$ cat src/rtl/alu_seq_param.sv
// Multi-cycle WIDTH-bit ALU: add/sub, signed Booth multiply and unsigned
// non-restoring divide, with a one- or two-word result stream.
module alu_seq_param #(
  parameter int WIDTH = 8
) (
  input  logic               clk,
  input  logic               rst,
  input  logic [2*WIDTH-1:0] in,
  input  logic [1:0]         op_codes,
  input  logic               valid,
  output logic               busy,
  output logic [WIDTH-1:0]   o,
  output logic               o_valid,
  output logic               o_last,
  output logic               ready,
  output logic [2:0]         flags
);

  localparam int CW = $clog2(WIDTH);
  localparam logic [CW-1:0] CNT_LAST = CW'(WIDTH - 1);

  typedef enum logic [2:0] {
    IDLE, EXEC, MUL_STEP, DIV_STEP,
    DIV_FIX, DZ, OUT_HI, OUT_LO
  } state_t;

  state_t state, state_nxt;

  logic [WIDTH:0]   acc;
  logic [WIDTH-1:0] q;
  logic [WIDTH-1:0] m;
  logic             qm1;
  logic [CW-1:0]    cnt;
  logic [1:0]       op_r;
  logic [2:0]       flg;

  logic             accept;
  logic             b_zero;
  logic             last_step;
  logic [WIDTH:0]   m_ext;
  logic [WIDTH:0]   b_ext;
  logic [WIDTH:0]   add_s;
  logic [WIDTH:0]   sub_s;
  logic [WIDTH:0]   acc_b;
  logic [WIDTH:0]   acc_sh;
  logic [WIDTH:0]   acc_d;
  logic [WIDTH-1:0] hi_word;
  logic [WIDTH-1:0] lo_word;

  logic [WIDTH-1:0] o_nxt;
  logic             ov_nxt;
  logic             ol_nxt;
  logic             rdy_nxt;
  logic             busy_nxt;
  logic [2:0]       flags_nxt;

  assign accept    = (state == IDLE) && valid && !busy;
  assign b_zero    = (in[WIDTH-1:0] == '0);
  assign last_step = (cnt == CNT_LAST);

  // q holds A and m holds B for the single-cycle ops
  assign m_ext  = {m[WIDTH-1], m};
  assign b_ext  = {1'b0, m};
  assign add_s  = {1'b0, q} + {1'b0, m};
  assign sub_s  = {1'b0, q} - {1'b0, m};
  assign acc_sh = {acc[WIDTH-1:0], q[WIDTH-1]};
  assign acc_d  = acc[WIDTH] ? acc_sh + b_ext
                             : acc_sh - b_ext;

  always_comb begin
    acc_b = acc;
    unique case ({q[0], qm1})
      2'b10:   acc_b = acc - m_ext;
      2'b01:   acc_b = acc + m_ext;
      default: acc_b = acc;
    endcase
  end

  assign hi_word = op_r[0] ? q : acc[WIDTH-1:0];
  assign lo_word = (op_r == 2'b11) ? acc[WIDTH-1:0] : q;

  always_ff @(posedge clk) begin
    if (rst) state <= IDLE;
    else     state <= state_nxt;
  end

  always_comb begin
    state_nxt = state;
    unique case (state)
      IDLE: begin
        if (accept) begin
          unique case (1'b1)
            !op_codes[1]:                 state_nxt = EXEC;
            op_codes == 2'b10:            state_nxt = MUL_STEP;
            op_codes == 2'b11 && b_zero:  state_nxt = DZ;
            op_codes == 2'b11 && !b_zero: state_nxt = DIV_STEP;
            default:                      state_nxt = IDLE;
          endcase
        end
      end
      EXEC:     state_nxt = OUT_LO;
      MUL_STEP: if (last_step) state_nxt = OUT_HI;
      DIV_STEP: if (last_step) state_nxt = DIV_FIX;
      DIV_FIX:  state_nxt = OUT_HI;
      DZ:       state_nxt = OUT_HI;
      OUT_HI:   state_nxt = OUT_LO;
      OUT_LO:   state_nxt = IDLE;
      default:  state_nxt = IDLE;
    endcase
  end

  always_comb begin
    o_nxt     = '0;
    ov_nxt    = 1'b0;
    ol_nxt    = 1'b0;
    rdy_nxt   = 1'b0;
    busy_nxt  = busy;
    flags_nxt = flags;
    unique case (state)
      IDLE: begin
        if (accept)      busy_nxt = 1'b1;
        else if (o_last) busy_nxt = 1'b0;
      end
      OUT_HI: begin
        o_nxt  = hi_word;
        ov_nxt = 1'b1;
      end
      OUT_LO: begin
        o_nxt     = lo_word;
        ov_nxt    = 1'b1;
        ol_nxt    = 1'b1;
        rdy_nxt   = 1'b1;
        flags_nxt = flg;
      end
      default: ;
    endcase
  end

  always_ff @(posedge clk) begin
    if (rst) begin
      o       <= '0;
      o_valid <= 1'b0;
      o_last  <= 1'b0;
      ready   <= 1'b0;
      busy    <= 1'b0;
      flags   <= '0;
    end else begin
      o       <= o_nxt;
      o_valid <= ov_nxt;
      o_last  <= ol_nxt;
      ready   <= rdy_nxt;
      busy    <= busy_nxt;
      flags   <= flags_nxt;
    end
  end

  always_ff @(posedge clk) begin
    if (rst) begin
      acc  <= '0;
      q    <= '0;
      m    <= '0;
      qm1  <= 1'b0;
      cnt  <= '0;
      op_r <= '0;
      flg  <= '0;
    end else begin
      unique case (state)
        IDLE: begin
          if (accept) begin
            q    <= in[2*WIDTH-1:WIDTH];
            m    <= in[WIDTH-1:0];
            acc  <= '0;
            qm1  <= 1'b0;
            cnt  <= '0;
            op_r <= op_codes;
            flg  <= '0;
          end
        end
        EXEC: begin
          if (!op_r[0]) begin
            q   <= add_s[WIDTH-1:0];
            flg <= {1'b0,
                    (q[WIDTH-1] == m[WIDTH-1]) &&
                    (add_s[WIDTH-1] != q[WIDTH-1]),
                    add_s[WIDTH]};
          end else begin
            q   <= sub_s[WIDTH-1:0];
            flg <= {1'b0,
                    (q[WIDTH-1] != m[WIDTH-1]) &&
                    (sub_s[WIDTH-1] != q[WIDTH-1]),
                    sub_s[WIDTH]};
          end
        end
        MUL_STEP: begin
          acc <= {acc_b[WIDTH], acc_b[WIDTH:1]};
          q   <= {acc_b[0], q[WIDTH-1:1]};
          qm1 <= q[0];
          if (!last_step) cnt <= cnt + CW'(1);
        end
        DIV_STEP: begin
          acc <= acc_d;
          q   <= {q[WIDTH-2:0], ~acc_d[WIDTH]};
          if (!last_step) cnt <= cnt + CW'(1);
        end
        DIV_FIX: begin
          if (acc[WIDTH]) acc <= acc + b_ext;
        end
        DZ: begin
          acc <= {1'b0, q};
          q   <= '1;
          flg <= 3'b100;
        end
        default: ;
      endcase
    end
  end

endmodule

$ cat config.mk
export PLATFORM = sky130hd
export DESIGN_NAME = alu_seq_param
export DESIGN_NICKNAME = d
export VERILOG_FILES = /design/src/rtl/alu_seq_param.sv
export SDC_FILE = /design/constraint.sdc
export NUM_CORES = 1
export LEC_CHECK = 0
export CORE_ASPECT_RATIO = 1.75
export CORE_UTILIZATION = 35
export CTS_CLUSTER_DIAMETER = 100
export DETAILED_ROUTE_END_ITERATION = 10
export PLACE_DENSITY = 0.65
export SETUP_SLACK_MARGIN = 0.5
export SYNTH_ARGS = -nofsm -noshare
export SYNTH_HDL_FRONTEND = slang
export SYNTH_SLANG_ARGS = --single-unit
$ cat constraint.sdc
create_clock -name clk -period 2.7 [get_ports clk]
set_input_delay 0.675 -clock clk [delete_from_list [all_inputs] [get_ports clk]]
set_output_delay 0.675 -clock clk [all_outputs]
set_load 0.02 [all_outputs]
==> impl.org <==
** Timing
- For the pin with the worst max-slew slack, the measured transition is just over 700 ps.
- For this run, the top clock speed supported by timing is 0.374 GHz.
- Setup repair after global routing missed its margin :: true
- The number of failing hold endpoints at the final stage is 0.
- Final setup margin :: 27.9 ps
- Clock skew on the completed layout was measured at between 10 and 15 ps.
- The worst pin sits at a relative slew slack of 51.4%.
- The routed design could run at a clock period as short as ~2700 ps.
- Setup violations remaining at the end of the flow were counted as 0.
- Final Slew Violations :: 0
- Tcrit/Tclk final :: a little over nine tenths

** Synth
- Synth Register Bits :: between 50 and 60
- EDFF count, synth :: 0
- For this run, the number of Yosys warnings is 0.
- Most area-hungry cell type in the Yosys netlist :: dfxtp_1
- Netlist area before placement :: about 4500 um^2
- After synthesis, flip-flops and latches occupy about 23% of the total area.
- Yosys top cell area share :: between 20% and 30%
- Dominant register cell in the synthesized netlist :: dfxtp_1
- By area the synthesized netlist is led by dfxtp_1 23%, ha_1 13%, a21oi_1 6.1%.
- In this run, distinct cell masters in the synthesized netlist total 67.
- After technology mapping, the gate count stands at 588.
- Top cells by instance count after synthesis :: 66 x nand2_1, 66 x nor2_1, 55 x a21oi_1
- Syn Area/Cell :: ~7.7 um^2
- When the netlist entered floorplanning its net count stood at ~660.
- Async S/R FF share, synth :: 0%

** Worst setup path
- Worst Path Arrival :: about 2900 ps
- Traced cell by cell, the critical path runs through nor3_4 > and3_4 > a21oi_2 > xnor2_1 > ha_1 > a21o_1 > a31o_4 > a21oi_4 > mux2i_2 > buf_4 > nand2b_4 > a41oi_2.
- Broken down by cell family, the worst path's largest delay share belongs to compound AO/OA/AOI/OAI gates.
- Path type of the worst setup path :: reg -> reg
- The number of buffers and inverters on the critical path is 1.
- At the worst endpoint, the required time is between 2000 and 3000 ps.
- CP startpoint kind :: flip-flop
- Capturing element type of the critical path :: flip-flop
- The worst register-to-register path has a setup slack of ~28 ps.
- The slowest stage of the critical path is the dfxtp_4 cell.
- Maximum fanout count along the critical path :: 4
- On the worst path, the slowest cell contributes a delay of 370 ps.

** Clocking
- After clock tree synthesis, the clock-pin slew on the worst setup and hold paths is ~80 ps.
- The H-tree generated during clock tree synthesis spans 2 levels.
- Sink count of the clock tree :: 51
- Clock tree from TritonCTS :: yes
- CTS placed an instance of clkbuf_16 at the clock tree root.
- Clock latency on the worst-skew pair, taken at its later pin, is approximately 300 ps.
- In this run the deepest clock path goes through 2 buffers.
- Clock tree synthesis inserted a total of 5 buffers.

** Drt
- The routed layout has 4,870 vias.
- The routed design uses slightly below 700 um of met3 wire.
- Met2 routed WL :: about 9000 um
- Total length of routed wires :: between 15,000 and 20,000 um
- Antenna Nets Post-Route :: 0
- DRC violations left :: 0
- After detailed routing, the number of vias per cell comes to roughly 5.8.
- After detailed routing, the wire length on met1 is between 5000 and 6000 um.
- In the final routed layout, each cell accounts on average for 20.6 um.
- Highest metal layer used by the detailed router :: met4
- The first TritonRoute pass finished after 5 iterations.
- After the first detailed-routing iteration, the DRC count stood at roughly 340.

** Power
- Worst supply voltage drop on vdd :: about 0.54 mV
- Dividing total power by cell area gives a power density of ~1100 nW/um^2.
- For this design the static power due to leakage is about 2.5 nW.

** Flow run
- Max-cap violations :: 0

** Floorplan
- Vertical die dimension :: around 150 um
- I/O Pins :: 36
- Initial standard-cell utilization of the core :: 36.0%
- The floorplan step defined a die boundary enclosing 13,300 um^2.
- The total area inside the core boundary comes to 12,500 um^2.
- The floorplan has 54 rows.
- In this run the horizontal extent of the chip is between 80 and 90 um.

** Layout
- 0 antenna diodes ended up in the layout.
- Post-Layout Cell Count :: 840
- Nets :: around 740
- Count of filler cells inserted in the layout :: 1,210
- Area of all placed cells without fillers :: around 6200 um^2
- Signed area change from the synthesized netlist to the final layout :: 36.6%
- Layout cell share with drive strength beyond 1 :: between 20% and 30%

** Global routing
- The number of global-route vias before repair came to roughly 5,100.
- Global routing used 26.7% of the available tracks across all layers.
- Summed over all layers, the global routing overflow is 0.
- Largest net degree at the start of global routing :: 24
- Antenna violations before repair :: 0
- The first global-routing pass estimated around 27,000 um of wire.

** Placed design
- Number of placed instances, taps included :: slightly above 800
- Setup WS pre-CTS :: -36.6 ps
- Buffers placed on the I/O ports in this run total 35.
- Routability-driven placement congestion ratio :: roughly 0.96
- In this run the cell area measured after placement is between 5000 and 6000 um^2.
- Post-DP HPWL :: ~13,000 um

** Min path
- The min-delay analysis places its worst path in the category reg -> reg.

** Run status
- The run finished with clean final reports.
## registers in the layout (all words and copies together) (netlist names)
register,count
flg,3
ready,1
o,8
qm1,1
cnt,3
state,3
q,8
flags,3
o_valid,1
op_r,2
busy,1
m,8
acc,9
## report_power, final
group | internal [mW] | switching (mW) | total, mW
clock network | 0.340 | 0.302 | 0.642
registers | 0.932 | 0.304 | 1.24
logic | 2.37 | 2.76 | 5.12
## repair_timing
action | 4_1_cts | 5_1_grt
hold buffers | 0 | 0
endpoints found under the setup margin | 16 | 15
setup buffers | 14 | 11
gates resized for setup | 57 | 42
pin swaps | 35 | 29
hold endpoints to repair | 0 | 0
## worst paths after layout
check                       startpoint                    to  cells after the start
hold reg to reg   op_r[1]$_SDFFE_PP0P_  op_r[1]$_SDFFE_PP0P_                      2
hold / removal    op_r[1]$_SDFFE_PP0P_  op_r[1]$_SDFFE_PP0P_                      2
setup / recovery     m[2]$_SDFFE_PP0P_   acc[7]$_SDFFE_PP0P_                     12
setup reg to reg     m[2]$_SDFFE_PP0P_   acc[7]$_SDFFE_PP0P_                     12
## per-layer routing
metal / GRT usage (%) / vias up
li1: - / 2283
met1: 26.3 / 2289
met2: 46.8 / 204
met3: 2.72 / 94
met4: 24.6 / 0
met5: 0 / -
## cell families (layout without fill, tap and decap cells)
| group | count (synthesis) | count (layout) | share of synthesized area [%] |
|---|---|---|---|
| compound gates | 165 | 165 | 24.5 |
| xor+xnor | 29 | 29 | 5.64 |
| fa+ha+maj | 50 | 50 | 14.7 |
| buf+inv | 53 | 137 | 4.97 |
| flops | 51 | 51 | 22.7 |
| mux | 20 | 20 | 4.53 |
| simple gates | 220 | 220 | 23.0 |
## layout make-up
cell class	count	area (um^2)	area share (%)
Clock buffer	5	125	2.03
Tap cell	168	210	3.42
Inverter	26	109	1.77
Timing Repair Buffer	104	896	14.6
Sequential cell	51	1040	16.9
Multi-Input combinational cell	484	3760	61.1
Clock inverter	2	13.8	0.224
## cells in the final DEF, fill, tap and decap left out, types with 4 or more instances in the layout
master,count
nand2_1,65
buf_4,64
nor2_1,61
dfxtp_1,45
a21oi_1,44
clkdlybuf4s50_1,35
ha_1,31
inv_1,19
nand3_1,19
o21ai_0,19
xnor2_1,18
mux2i_1,14
ha_4,11
xnor2_2,9
a21oi_2,9
nand2b_1,9
a31oi_1,9
nor3_1,9
a21o_1,7
o21a_1,7
nor2b_1,6
o21ai_1,6
nor2_2,5
or3_1,5
o211ai_1,5
and3_1,5
clkbuf_16,5
and3_4,4
o21ai_2,4
nand2b_4,4
a311oi_1,4
a221oi_1,4
a211oi_2,4
dfxtp_4,4
buf_6,4
## stage by stage
stage	power, mW	utilization, %	hold slack (ps)	TNS (ps)
floorplan	3.96	-	436	0
global placement	5.19	43.0	451	0
detailed placement	5.26	43.0	458	-73.1
CTS	6.49	47.1	467	0
global route	7.43	49.2	491	-249
finish	7.00	49.2	468	0
## worst min-delay path, cell delays in order, from the launching register on
cell and delay (ps):
dfxtp_1 310, nand2_1 50, a21oi_1 60
No activity file was read; power rests on OpenSTA's default activity.
